$ cat config.mk
export PLATFORM = sky130hd
export DESIGN_NAME = id_ex_stage_flat
export DESIGN_NICKNAME = d
export VERILOG_FILES = /design/src/rtl/riscv_pkg.sv /design/src/rtl/id_ex_stage_if.sv /design/src/rtl/alu_ctrl_decode.sv /design/src/rtl/id_ex_stage.sv /design/src/flat_wrapper.sv
export SDC_FILE = /design/constraint.sdc
export NUM_CORES = 1
export LEC_CHECK = 0
export ABC_AREA = 1
export CAP_MARGIN = 10
export CORE_MARGIN = 3
export CORE_UTILIZATION = 35
export CTS_BUF_LIST = sky130_fd_sc_hd__clkbuf_4 sky130_fd_sc_hd__clkbuf_8 sky130_fd_sc_hd__clkbuf_16
export DETAILED_ROUTE_END_ITERATION = 16
export GPL_TIMING_DRIVEN = 0
export PLACE_DENSITY = 0.73
export SYNTH_ARGS = -nofsm -noshare
export SYNTH_HDL_FRONTEND = slang
export SYNTH_SLANG_ARGS = --single-unit
$ cat constraint.sdc
create_clock -name clk -period 1.3 [get_ports clk]
set_input_delay 0.13 -clock clk [delete_from_list [all_inputs] [get_ports clk]]
set_output_delay 0.13 -clock clk [all_outputs]
set_load 0.01 [all_outputs]
$ cat src/rtl/riscv_pkg.sv
// Shared constants and types for the ID/EX stage: ALU op codes, major opcodes
// and the write-back/memory control bundle carried alongside the operands.
package riscv_pkg;
  localparam int XLEN       = 32;
  localparam int REG_ADDR_W = 5;

  localparam logic [3:0] ALU_AND = 4'b0000;
  localparam logic [3:0] ALU_OR  = 4'b0001;
  localparam logic [3:0] ALU_ADD = 4'b0010;
  localparam logic [3:0] ALU_SUB = 4'b0110;
  localparam logic [3:0] ALU_SRL = 4'b1010;

  localparam logic [6:0] OP_R      = 7'b0110011;
  localparam logic [6:0] OP_IMM    = 7'b0010011;
  localparam logic [6:0] OP_LOAD   = 7'b0000011;
  localparam logic [6:0] OP_STORE  = 7'b0100011;
  localparam logic [6:0] OP_BRANCH = 7'b1100011;

  typedef struct packed {
    logic reg_write;
    logic mem_read;
    logic mem_write;
    logic branch;
    logic illegal;
  } ex_ctrl_t;

  // x0 is hardwired to zero, so a write to it is suppressed.
  function automatic logic rd_writable(input logic [REG_ADDR_W-1:0] rd);
    return (rd != {REG_ADDR_W{1'b0}});
  endfunction
endpackage

$ cat src/rtl/id_ex_stage_if.sv
// Decode -> ID/EX -> execute handshake bundle. master = decode/downstream side,
// slave = the ID/EX stage itself.
interface id_ex_stage_if;
  import riscv_pkg::*;

  logic                  in_valid;
  logic                  in_ready;
  logic [6:0]            in_opcode;
  logic [2:0]            in_funct3;
  logic                  in_funct7_5;
  logic [XLEN-1:0]       in_rs1_data;
  logic [XLEN-1:0]       in_rs2_data;
  logic [XLEN-1:0]       in_imm;
  logic [REG_ADDR_W-1:0] in_rd;
  logic [XLEN-1:0]       in_pc;
  logic                  out_valid;
  logic                  out_ready;
  logic [XLEN-1:0]       alu_a;
  logic [XLEN-1:0]       alu_b;
  logic [3:0]            alu_op;
  logic [XLEN-1:0]       out_rs2_data;
  logic [REG_ADDR_W-1:0] out_rd;
  logic [XLEN-1:0]       out_pc;
  logic                  out_reg_write;
  logic                  out_mem_read;
  logic                  out_mem_write;
  logic                  out_branch;
  logic                  out_illegal;

  modport master (
    output in_valid, in_opcode, in_funct3, in_funct7_5, in_rs1_data, in_rs2_data,
           in_imm, in_rd, in_pc, out_ready,
    input  in_ready, out_valid, alu_a, alu_b, alu_op, out_rs2_data, out_rd, out_pc,
           out_reg_write, out_mem_read, out_mem_write, out_branch, out_illegal
  );

  modport slave (
    input  in_valid, in_opcode, in_funct3, in_funct7_5, in_rs1_data, in_rs2_data,
           in_imm, in_rd, in_pc, out_ready,
    output in_ready, out_valid, alu_a, alu_b, alu_op, out_rs2_data, out_rd, out_pc,
           out_reg_write, out_mem_read, out_mem_write, out_branch, out_illegal
  );
endinterface

$ cat src/rtl/alu_ctrl_decode.sv
// Combinational opcode/funct3/funct7[5] -> ALU op and control decode.
// Any unsupported encoding collapses to illegal with every enable cleared.
module alu_ctrl_decode
  import riscv_pkg::*;
(
  input  logic [6:0] opcode_i,
  input  logic [2:0] funct3_i,
  input  logic       funct7_5_i,
  output logic [3:0] alu_op_o,
  output logic       use_imm_o,
  output logic       reg_write_o,
  output logic       mem_read_o,
  output logic       mem_write_o,
  output logic       branch_o,
  output logic       illegal_o
);
  logic [3:0] op_s;
  logic       imm_s;
  logic       rw_s;
  logic       mr_s;
  logic       mw_s;
  logic       br_s;
  logic       bad_s;

  // Classify the encoding, then mask everything if it turned out illegal.
  always_comb begin
    op_s  = ALU_AND;
    imm_s = 1'b0;
    rw_s  = 1'b0;
    mr_s  = 1'b0;
    mw_s  = 1'b0;
    br_s  = 1'b0;
    bad_s = 1'b0;
    case (opcode_i)
      OP_R, OP_IMM: begin
        imm_s = (opcode_i == OP_IMM);
        rw_s  = 1'b1;
        case (funct3_i)
          3'b000: begin
            if (funct7_5_i && (opcode_i == OP_R)) begin
              op_s = ALU_SUB;
            end else begin
              op_s = ALU_ADD;
            end
          end
          3'b111: op_s = ALU_AND;
          3'b110: op_s = ALU_OR;
          3'b101: begin
            if (funct7_5_i) begin
              bad_s = 1'b1;
            end else begin
              op_s = ALU_SRL;
            end
          end
          default: bad_s = 1'b1;
        endcase
      end
      OP_LOAD: begin
        op_s  = ALU_ADD;
        imm_s = 1'b1;
        mr_s  = 1'b1;
        rw_s  = 1'b1;
        bad_s = (funct3_i != 3'b010);
      end
      OP_STORE: begin
        op_s  = ALU_ADD;
        imm_s = 1'b1;
        mw_s  = 1'b1;
        bad_s = (funct3_i != 3'b010);
      end
      OP_BRANCH: begin
        op_s  = ALU_SUB;
        br_s  = 1'b1;
        bad_s = (funct3_i != 3'b000);
      end
      default: bad_s = 1'b1;
    endcase

    if (bad_s) begin
      alu_op_o    = ALU_AND;
      use_imm_o   = 1'b0;
      reg_write_o = 1'b0;
      mem_read_o  = 1'b0;
      mem_write_o = 1'b0;
      branch_o    = 1'b0;
      illegal_o   = 1'b1;
    end else begin
      alu_op_o    = op_s;
      use_imm_o   = imm_s;
      reg_write_o = rw_s;
      mem_read_o  = mr_s;
      mem_write_o = mw_s;
      branch_o    = br_s;
      illegal_o   = 1'b0;
    end
  end
endmodule

$ cat src/rtl/id_ex_stage.sv
// ID/EX pipeline register: one-deep valid/ready skid-free stage feeding the ALU,
// with synchronous flush for branch redirects.
module id_ex_stage
  import riscv_pkg::*;
(
  input  logic          clk,
  input  logic          rst_n,
  input  logic          flush,
  id_ex_stage_if.slave  bus
);
  logic [3:0] dec_op_s;
  logic       dec_imm_s;
  ex_ctrl_t   dec_ctrl_s;

  alu_ctrl_decode u_dec (
    .opcode_i    (bus.in_opcode),
    .funct3_i    (bus.in_funct3),
    .funct7_5_i  (bus.in_funct7_5),
    .alu_op_o    (dec_op_s),
    .use_imm_o   (dec_imm_s),
    .reg_write_o (dec_ctrl_s.reg_write),
    .mem_read_o  (dec_ctrl_s.mem_read),
    .mem_write_o (dec_ctrl_s.mem_write),
    .branch_o    (dec_ctrl_s.branch),
    .illegal_o   (dec_ctrl_s.illegal)
  );

  logic                  valid_q, valid_d;
  logic [XLEN-1:0]       alu_a_q, alu_a_d;
  logic [XLEN-1:0]       alu_b_q, alu_b_d;
  logic [3:0]            alu_op_q, alu_op_d;
  logic [XLEN-1:0]       rs2_q, rs2_d;
  logic [REG_ADDR_W-1:0] rd_q, rd_d;
  logic [XLEN-1:0]       pc_q, pc_d;
  ex_ctrl_t              ctrl_q, ctrl_d;
  logic                  in_ready_s;
  logic                  accept_s;

  assign in_ready_s = ~flush & (~valid_q | bus.out_ready);
  assign accept_s   = bus.in_valid & in_ready_s;

  // Next-state: flush beats accept beats drain; otherwise hold.
  always_comb begin
    valid_d  = valid_q;
    alu_a_d  = alu_a_q;
    alu_b_d  = alu_b_q;
    alu_op_d = alu_op_q;
    rs2_d    = rs2_q;
    rd_d     = rd_q;
    pc_d     = pc_q;
    ctrl_d   = ctrl_q;
    if (flush) begin
      valid_d = 1'b0;
    end else if (accept_s) begin
      valid_d          = 1'b1;
      alu_a_d          = bus.in_rs1_data;
      alu_b_d          = dec_imm_s ? bus.in_imm : bus.in_rs2_data;
      alu_op_d         = dec_op_s;
      rs2_d            = bus.in_rs2_data;
      rd_d             = bus.in_rd;
      pc_d             = bus.in_pc;
      ctrl_d           = dec_ctrl_s;
      ctrl_d.reg_write = dec_ctrl_s.reg_write & rd_writable(bus.in_rd);
    end else if (bus.out_ready) begin
      valid_d = 1'b0;
    end else begin
      valid_d = valid_q;
    end
  end

  // Stage register bank.
  always_ff @(posedge clk or negedge rst_n) begin
    if (!rst_n) begin
      valid_q  <= 1'b0;
      alu_a_q  <= {XLEN{1'b0}};
      alu_b_q  <= {XLEN{1'b0}};
      alu_op_q <= ALU_AND;
      rs2_q    <= {XLEN{1'b0}};
      rd_q     <= {REG_ADDR_W{1'b0}};
      pc_q     <= {XLEN{1'b0}};
      ctrl_q   <= '{1'b0, 1'b0, 1'b0, 1'b0, 1'b0};
    end else begin
      valid_q  <= valid_d;
      alu_a_q  <= alu_a_d;
      alu_b_q  <= alu_b_d;
      alu_op_q <= alu_op_d;
      rs2_q    <= rs2_d;
      rd_q     <= rd_d;
      pc_q     <= pc_d;
      ctrl_q   <= ctrl_d;
    end
  end

  assign bus.in_ready      = in_ready_s;
  assign bus.out_valid     = valid_q;
  assign bus.alu_a         = alu_a_q;
  assign bus.alu_b         = alu_b_q;
  assign bus.alu_op        = alu_op_q;
  assign bus.out_rs2_data  = rs2_q;
  assign bus.out_rd        = rd_q;
  assign bus.out_pc        = pc_q;
  assign bus.out_reg_write = ctrl_q.reg_write;
  assign bus.out_mem_read  = ctrl_q.mem_read;
  assign bus.out_mem_write = ctrl_q.mem_write;
  assign bus.out_branch    = ctrl_q.branch;
  assign bus.out_illegal   = ctrl_q.illegal;
endmodule

$ cat src/flat_wrapper.sv
// flat-port wrapper written by rule: the top's interface ports become plain ports
module id_ex_stage_flat import riscv_pkg::*;
  (clk, rst_n, flush, bus_in_valid, bus_in_opcode, bus_in_funct3, bus_in_funct7_5, bus_in_rs1_data, bus_in_rs2_data, bus_in_imm, bus_in_rd, bus_in_pc, bus_out_ready, bus_in_ready, bus_out_valid, bus_alu_a, bus_alu_b, bus_alu_op, bus_out_rs2_data, bus_out_rd, bus_out_pc, bus_out_reg_write, bus_out_mem_read, bus_out_mem_write, bus_out_branch, bus_out_illegal);
  id_ex_stage_if bus_i ();
  input  logic clk;
  input  logic rst_n;
  input  logic flush;
  input wire logic [$bits(bus_i.in_valid)-1:0] bus_in_valid;
  input wire logic [$bits(bus_i.in_opcode)-1:0] bus_in_opcode;
  input wire logic [$bits(bus_i.in_funct3)-1:0] bus_in_funct3;
  input wire logic [$bits(bus_i.in_funct7_5)-1:0] bus_in_funct7_5;
  input wire logic [$bits(bus_i.in_rs1_data)-1:0] bus_in_rs1_data;
  input wire logic [$bits(bus_i.in_rs2_data)-1:0] bus_in_rs2_data;
  input wire logic [$bits(bus_i.in_imm)-1:0] bus_in_imm;
  input wire logic [$bits(bus_i.in_rd)-1:0] bus_in_rd;
  input wire logic [$bits(bus_i.in_pc)-1:0] bus_in_pc;
  input wire logic [$bits(bus_i.out_ready)-1:0] bus_out_ready;
  output wire logic [$bits(bus_i.in_ready)-1:0] bus_in_ready;
  output wire logic [$bits(bus_i.out_valid)-1:0] bus_out_valid;
  output wire logic [$bits(bus_i.alu_a)-1:0] bus_alu_a;
  output wire logic [$bits(bus_i.alu_b)-1:0] bus_alu_b;
  output wire logic [$bits(bus_i.alu_op)-1:0] bus_alu_op;
  output wire logic [$bits(bus_i.out_rs2_data)-1:0] bus_out_rs2_data;
  output wire logic [$bits(bus_i.out_rd)-1:0] bus_out_rd;
  output wire logic [$bits(bus_i.out_pc)-1:0] bus_out_pc;
  output wire logic [$bits(bus_i.out_reg_write)-1:0] bus_out_reg_write;
  output wire logic [$bits(bus_i.out_mem_read)-1:0] bus_out_mem_read;
  output wire logic [$bits(bus_i.out_mem_write)-1:0] bus_out_mem_write;
  output wire logic [$bits(bus_i.out_branch)-1:0] bus_out_branch;
  output wire logic [$bits(bus_i.out_illegal)-1:0] bus_out_illegal;
  assign bus_i.in_valid = bus_in_valid;
  assign bus_i.in_opcode = bus_in_opcode;
  assign bus_i.in_funct3 = bus_in_funct3;
  assign bus_i.in_funct7_5 = bus_in_funct7_5;
  assign bus_i.in_rs1_data = bus_in_rs1_data;
  assign bus_i.in_rs2_data = bus_in_rs2_data;
  assign bus_i.in_imm = bus_in_imm;
  assign bus_i.in_rd = bus_in_rd;
  assign bus_i.in_pc = bus_in_pc;
  assign bus_i.out_ready = bus_out_ready;
  assign bus_in_ready = bus_i.in_ready;
  assign bus_out_valid = bus_i.out_valid;
  assign bus_alu_a = bus_i.alu_a;
  assign bus_alu_b = bus_i.alu_b;
  assign bus_alu_op = bus_i.alu_op;
  assign bus_out_rs2_data = bus_i.out_rs2_data;
  assign bus_out_rd = bus_i.out_rd;
  assign bus_out_pc = bus_i.out_pc;
  assign bus_out_reg_write = bus_i.out_reg_write;
  assign bus_out_mem_read = bus_i.out_mem_read;
  assign bus_out_mem_write = bus_i.out_mem_write;
  assign bus_out_branch = bus_i.out_branch;
  assign bus_out_illegal = bus_i.out_illegal;
  id_ex_stage u_core (.clk(clk), .rst_n(rst_n), .flush(flush), .bus(bus_i));
endmodule
## Word-level counts from Yosys, hierarchy flattened

Cells that the tools add are included.

- Bits in registers: 143
- Input port bits: 149

- Eq/ne operators: 9
- Muxes and demuxes: 23
- Bitwise logic cells: 6
- Reduce and logical (&&, ||, !) cells: 10

Operator list:

| kind | number |
|---|---|
| 2-to-1 mux 32 bit | 1 |
| one-hot mux 4 bit (3 select lines) | 2 |
| == test 7 x 6 -> 1 bit (second input constant) | 2 |
| 2-to-1 mux 1 bit | 14 |
| == test 3 bit (second input constant) | 3 |
| 2-to-1 mux 4 bit | 2 |
| == test 7 x 2 -> 1 bit (second input constant) | 1 |
| == test 7 x 5 -> 1 bit (second input constant) | 1 |
| == test 7 bit (second input constant) | 1 |
| nonzero test 3 bit | 2 |
| OR reduction 3 bit | 2 |
| nonzero test 5 bit | 1 |
| one-hot mux 1 bit (2 select lines) | 2 |
| OR reduction 2 bit | 2 |
| bitwise AND 1 bit | 3 |
| logical NOT 3 bit | 1 |
| 2-to-1 mux 3 bit | 1 |
| != test 3 x 2 -> 1 bit (second input constant) | 1 |
| one-hot mux 1 bit (3 select lines) | 1 |
| inverter 1 bit | 2 |
| AND reduction 2 bit | 1 |
| logical AND 1 bit | 1 |
| bitwise OR 1 bit | 1 |

## Logic depth before layout (Yosys ltp)

- Word-level depth: 6
- Depth in mapped cells: 11
- Mapped depth without buffers: 10

## Modules after synthesis

From an unflattened synthesis, not the netlist that was laid out.

- Cells, all modules: 718
- Area total of the unflattened synthesis: 6173.4 um^2

By module, submodules not included:

| module | times used | cells each | area an instance (um^2) |
|---|---|---|---|
| id_ex_stage | 1 | 659 | 5860.6 |
| alu_ctrl_decode | 1 | 59 | 312.8 |

## Worst setup path before layout

No wires, ideal clock.

- Path kind: reg-to-reg
- Start point: register u_core.valid_q (netlist: u_core.bus.out_valid)
- End point: register u_core.alu_b_q[10] (netlist: u_core.bus.alu_b[10])
- Library setup time: 0.066 ns
- Arrival: 1.455 ns
- Data required time: 1.234 ns
- Slack: -0.220 ns
- Cell stages (with the launch flop): 10
- Path buffers: 2
- Clock period less this slack: 1.520 ns
- Path through: dfrtp_1 -> nand2_1 -> inv_1 -> nor2_1 -> nand2_1 -> inv_1 -> buf_2 -> buf_2 -> nand3_1 -> nand2_1

- Word-level cells in the longest chain between the ends: 5

RTL lines:

| what | line | source |
|---|---|---|
| from (decl) | id_ex_stage.sv:28 | `logic valid_q, valid_d;` |
| from (signal assigned) | id_ex_stage.sv:83 | `valid_q <= valid_d;` |
| inverter 1 bit | id_ex_stage.sv:39 | `assign in_ready_s = ~flush & (~valid_q \| bus.out_ready);` |
| bitwise OR 1 bit | id_ex_stage.sv:39 |  |
| bitwise AND 1 bit | id_ex_stage.sv:39 |  |
| named net bus_in_ready | flat_wrapper.sv:18 | `output wire logic [$bits(bus_i.in_ready)-1:0] bus_in_ready;` |
| bitwise AND 1 bit | id_ex_stage.sv:40 | `assign accept_s = bus.in_valid & in_ready_s;` |
| AND reduction 2 bit (no line) | -- |  |
| to (signal assigned) | id_ex_stage.sv:76 | `alu_b_q <= {XLEN{1'b0}};` |
| to (signal assigned) | id_ex_stage.sv:85 | `alu_b_q <= alu_b_d;` |
| to (decl) | id_ex_stage.sv:30 | `logic [XLEN-1:0] alu_b_q, alu_b_d;` |

The timed path passes the listed nets, and every way through them passes these cells.
A chain may end at the register's enable or synchronous reset.

## Worst setup path in the final report

- Start point: register u_core.valid_q (netlist: u_core.bus.out_valid)
- End point: register u_core.alu_op_q[0] (netlist: u_core.bus.alu_op[0])

- Word-level cells in the longest chain between the ends: 5

RTL lines:

| what | line | source |
|---|---|---|
| inverter 1 bit | id_ex_stage.sv:39 |  |
| bitwise OR 1 bit | id_ex_stage.sv:39 |  |
| bitwise AND 1 bit | id_ex_stage.sv:39 |  |
| bitwise AND 1 bit | id_ex_stage.sv:40 |  |
| AND reduction 2 bit (no line) | -- |  |
| to (signal assigned) | id_ex_stage.sv:86 | `alu_op_q <= alu_op_d;` |
| to (decl) | id_ex_stage.sv:31 | `logic [3:0] alu_op_q, alu_op_d;` |

Every way passes these cells.

==> results.py <==
metrics = {
    "timing": {
        "min_period_ns": 1.50,
        "hold_violations": 0,
        "clock_skew_ns": 0.00747,
        "tightestPinTransition_ns": 0.710,
        "rsz0062_at_grt": "yes",
        "finalSetupViolations": 143,
        "relSlewSlack": 0.527,
        "timing.fmax_mhz": 669,
        "slew_viol_final": 0,
        "fin_crit_sh": 1.15,
        "fin_ws_ns": -0.195,
    },
    "critical_path": {
        "startpoint_type": "flop",
        "crit_required_ns": 1.60,
        "cp_slowest_stage_delay_ns": 0.38,
        "cp-end-kind": "flop",
        "worstRegToRegCells": 8,
        "crit_top_cell": "clkbuf_16",
        "crit_arrival_ns": 1.80,
        "critPathBufInv": 3,
        "critPathMaxFanout": 7,
        "path_class": "flop to flop",
        "slowest_stage": "dfrtp_1",
        "crit_chain": "nand2_1 -> inv_2 -> nor2_4 -> nand2_8 -> clkbuf_16 -> clkbuf_16 -> nand2_4 -> o41ai_2",
        "crit_family": "buffers and inverters",
        "cp.depth": 8,
    },
    "global_route": {
        "grt_pass1_wl_um": 36200,
        "track_usage": 0.236,
        "grt_max_degree": 74,
        "antenna_found_initial": 1,
        "grt_pass1_vias": 6552,
        "grt-ovfl-total": 0,
    },
    "run_status": {
        "violations": "negative setup slack",
        "status": "complete, but fails checks",
    },
    "die": {
        "start_util": 0.364,
        "die_x_um": 139,
        "die_h_um": 139,
        "io_pins": 293,
        "die_area_mm2": 0.0192,
        "coreArea_mm2": 0.0169,
        "num_rows": 47,
    },
    "route": {
        "detail-route-antenna-nets": 0,
        "vias": 6637,
        "first_pass_iters": 5,
        "drtIter0Drc": 325,
        "wirelength_um": 24600,
        "wl_per_cell_um": 18.2,
        "viasPerCell": 4.92,
        "post-route-drc-count": 0,
    },
    "yosys": {
        "yosysWarnings": 0,
        "synth_fp_nets": 909,
        "synthesis.instances": 760,
        "seq_area_frac_synth": 0.580,
        "synth_top_area_share": 0.580,
        "syn-cell-area_mm2": 0.00617,
        "synth_largest_area_cell": "dfrtp_1",
        "ys_types": 23,
        "synth_most_common_cell": "nand2_1",
        "ys_ff_latch": 143,
        "avgSynthCellArea_um2": 8.11,
        "synth_common_cells": "nand2_1, dfrtp_1, inv_1, nand3_1, o21ai_0",
        "ys_top_cells_by_area": "dfrtp_1, nand2_1, inv_1",
        "synth_edf_count": 0,
        "synth_flop_cell": "dfrtp_1",
        "async_flop_share": 1.00,
    },
    "hold_path": {
        "min_delay_path_depth": 4,
        "hold_class": "primary input to flop",
    },
    "cts": {
        "cts_tree": "built",
        "clk_pin_slew_ns": 0.06,
        "worstSkewPairLatency_ns": 0.42,
        "cts-root-buf": "clkbuf_16",
        "clock_sinks": 143,
        "htreeDepth": 4,
        "cts_buffer_depth": 2,
        "cts_made_buffers": 17,
    },
    "placement": {
        "io_buffers": 292,
        "place_inst": 1273,
        "dpl.hpwl_um": 15400,
        "place_congestion": 0.837,
        "postPlaceCellArea_mm2": 0.00944,
    },
    "finish": {
        "postLayoutCellArea_mm2": 0.0120,
        "fill_cells": 1270,
        "instances_no_fill": 1348,
        "fin_nets": 1264,
        "drive_gt1_frac": 0.310,
        "areaGrowthSynthToFinish_pct": 94.1,
    },
    "power": {
        "power.density_mw_per_mm2": 1200,
        "ir_worst_vdd_mv": 0.962,
        "p_leak_nw": 6.23,
    },
    "job": {
        "cap_violations": 0,
    },
}
==> where the power goes <==
group	internal, W	switching, W	total [W]	leakage (nW)
clock	0.00343	0.00198	0.00541	0.318
sequential	0.00506	0.000410	0.00547	1.78
combinational	0.00180	0.00170	0.00350	4.13
==> state kept, by name, summed over array words and instances, names as in the netlist <==
name                      flops
u_core.bus.alu_op             4
u_core.bus.out_rs2_data      32
u_core.bus.out_valid          1
u_core.bus.out_illegal        1
u_core.bus.out_mem_write      1
u_core.bus.out_rd             5
u_core.bus.out_mem_read       1
u_core.bus.out_pc            32
u_core.bus.out_branch         1
u_core.bus.alu_b             32
u_core.bus.out_reg_write      1
u_core.bus.alu_a             32
==> stage by stage <==
stage               total power (W)  TNS [ns]  hold slack [ns]  setup WS [ns]   util
global placement            0.00853   -903.50            0.461          -5.84  0.556
finish                       0.0144    -17.68            0.225         -0.195  0.706
global route                 0.0150    -29.12            0.225         -0.277  0.706
detailed placement          0.00859    -73.55            0.189         -0.873  0.558
CTS                          0.0139    -16.04            0.173         -0.189  0.640
floorplan                   0.00648  -0.00156           -0.166       -0.00156      -
==> what timing repair did <==
item	4_1_cts	5_1_grt
endpoints found under the hold margin	70	0
gates resized for setup	336	272
endpoints found under the setup margin	286	143
buffers inserted	16	2
hold buffers	1	0
pin swaps	25	84
gates cloned	13	15
==> cells in the final DEF (no fill, tap or decap), types with 3 or more instances in the layout <==
master / count
nor2_2: 3
nor3_1: 4
clkinv_4: 4
clkdlybuf4s15_1: 10
o21ai_2: 20
dfrtp_1: 143
nand3_2: 28
nand2_1: 196
inv_1: 72
inv_2: 7
buf_12: 11
nor2_1: 6
buf_6: 11
nor2_4: 5
buf_16: 4
buf_8: 21
clkbuf_16: 36
buf_2: 8
nand3_1: 11
bufinv_16: 5
nand4_1: 33
clkdlybuf4s50_1: 137
nand2_2: 116
dlygate4sd2_1: 142
o21ai_1: 18
buf_4: 11
nand2_4: 45
==> kinds of logic (layout without fill, tap and decap cells) <==
kind of cell           after synthesis  in the layout  share of synthesized area
and+or+nand+nor                    451            452                      0.302
DFF                                143            143                      0.580
buffers and inverters              122            488                     0.0802
AOI/OAI and AO/OA                   44             44                     0.0379
other                                0              1                          0
==> area by class of cell <==
class / instances / area [µm²] / share of cell area
diodes: 1 / 2.50 / 0.000209
clock buffers: 18 / 433 / 0.0362
multi-input cells: 496 / 3030 / 0.253
repair buffers: 337 / 3560 / 0.298
well taps: 220 / 275 / 0.0230
plain buffers: 40 / 558 / 0.0466
flip-flops and latches: 143 / 3580 / 0.299
inverters: 80 / 313 / 0.0261
clock inverters: 13 / 213 / 0.0178
==> worst min-delay path: stages <==
cell	delay, ns
dlygate4sd2_1	0.26
nor3_1	0.07
nand3_1	0.10
nand2_2	0.05
==> routing by layer <==
layer | up-vias | part of all wire | track usage
met4 | 0 | 0.021 | 0.0644
met3 | 40 | 0.077 | 0.0803
met1 | 3242 | 0.40 | 0.290
li1 | 3083 | - | -
met5 | - | 0 | 0
met2 | 272 | 0.51 | 0.399
==> final timing paths <==
path,startpoint,endpoint,slack [ns]
min in group asynchronous,rst_n,u_core.bus.alu_b[28]$_DFFE_PN0P_,0.28
worst min-delay path,bus_in_opcode[6],u_core.bus.out_mem_read$_DFFE_PN0P_,0.23
worst min register to register,u_core.bus.alu_a[3]$_DFFE_PN0P_,u_core.bus.alu_a[3]$_DFFE_PN0P_,0.47
worst max-delay path,u_core.bus.out_valid$_DFFE_PN0P_,u_core.bus.alu_op[0]$_DFFE_PN0P_,-0.20
max in group asynchronous,rst_n,u_core.bus.alu_a[31]$_DFFE_PN0P_,0.19
worst max register to register,u_core.bus.out_valid$_DFFE_PN0P_,u_core.bus.alu_op[0]$_DFFE_PN0P_,-0.20
Power figures use the tool's default switching activity.
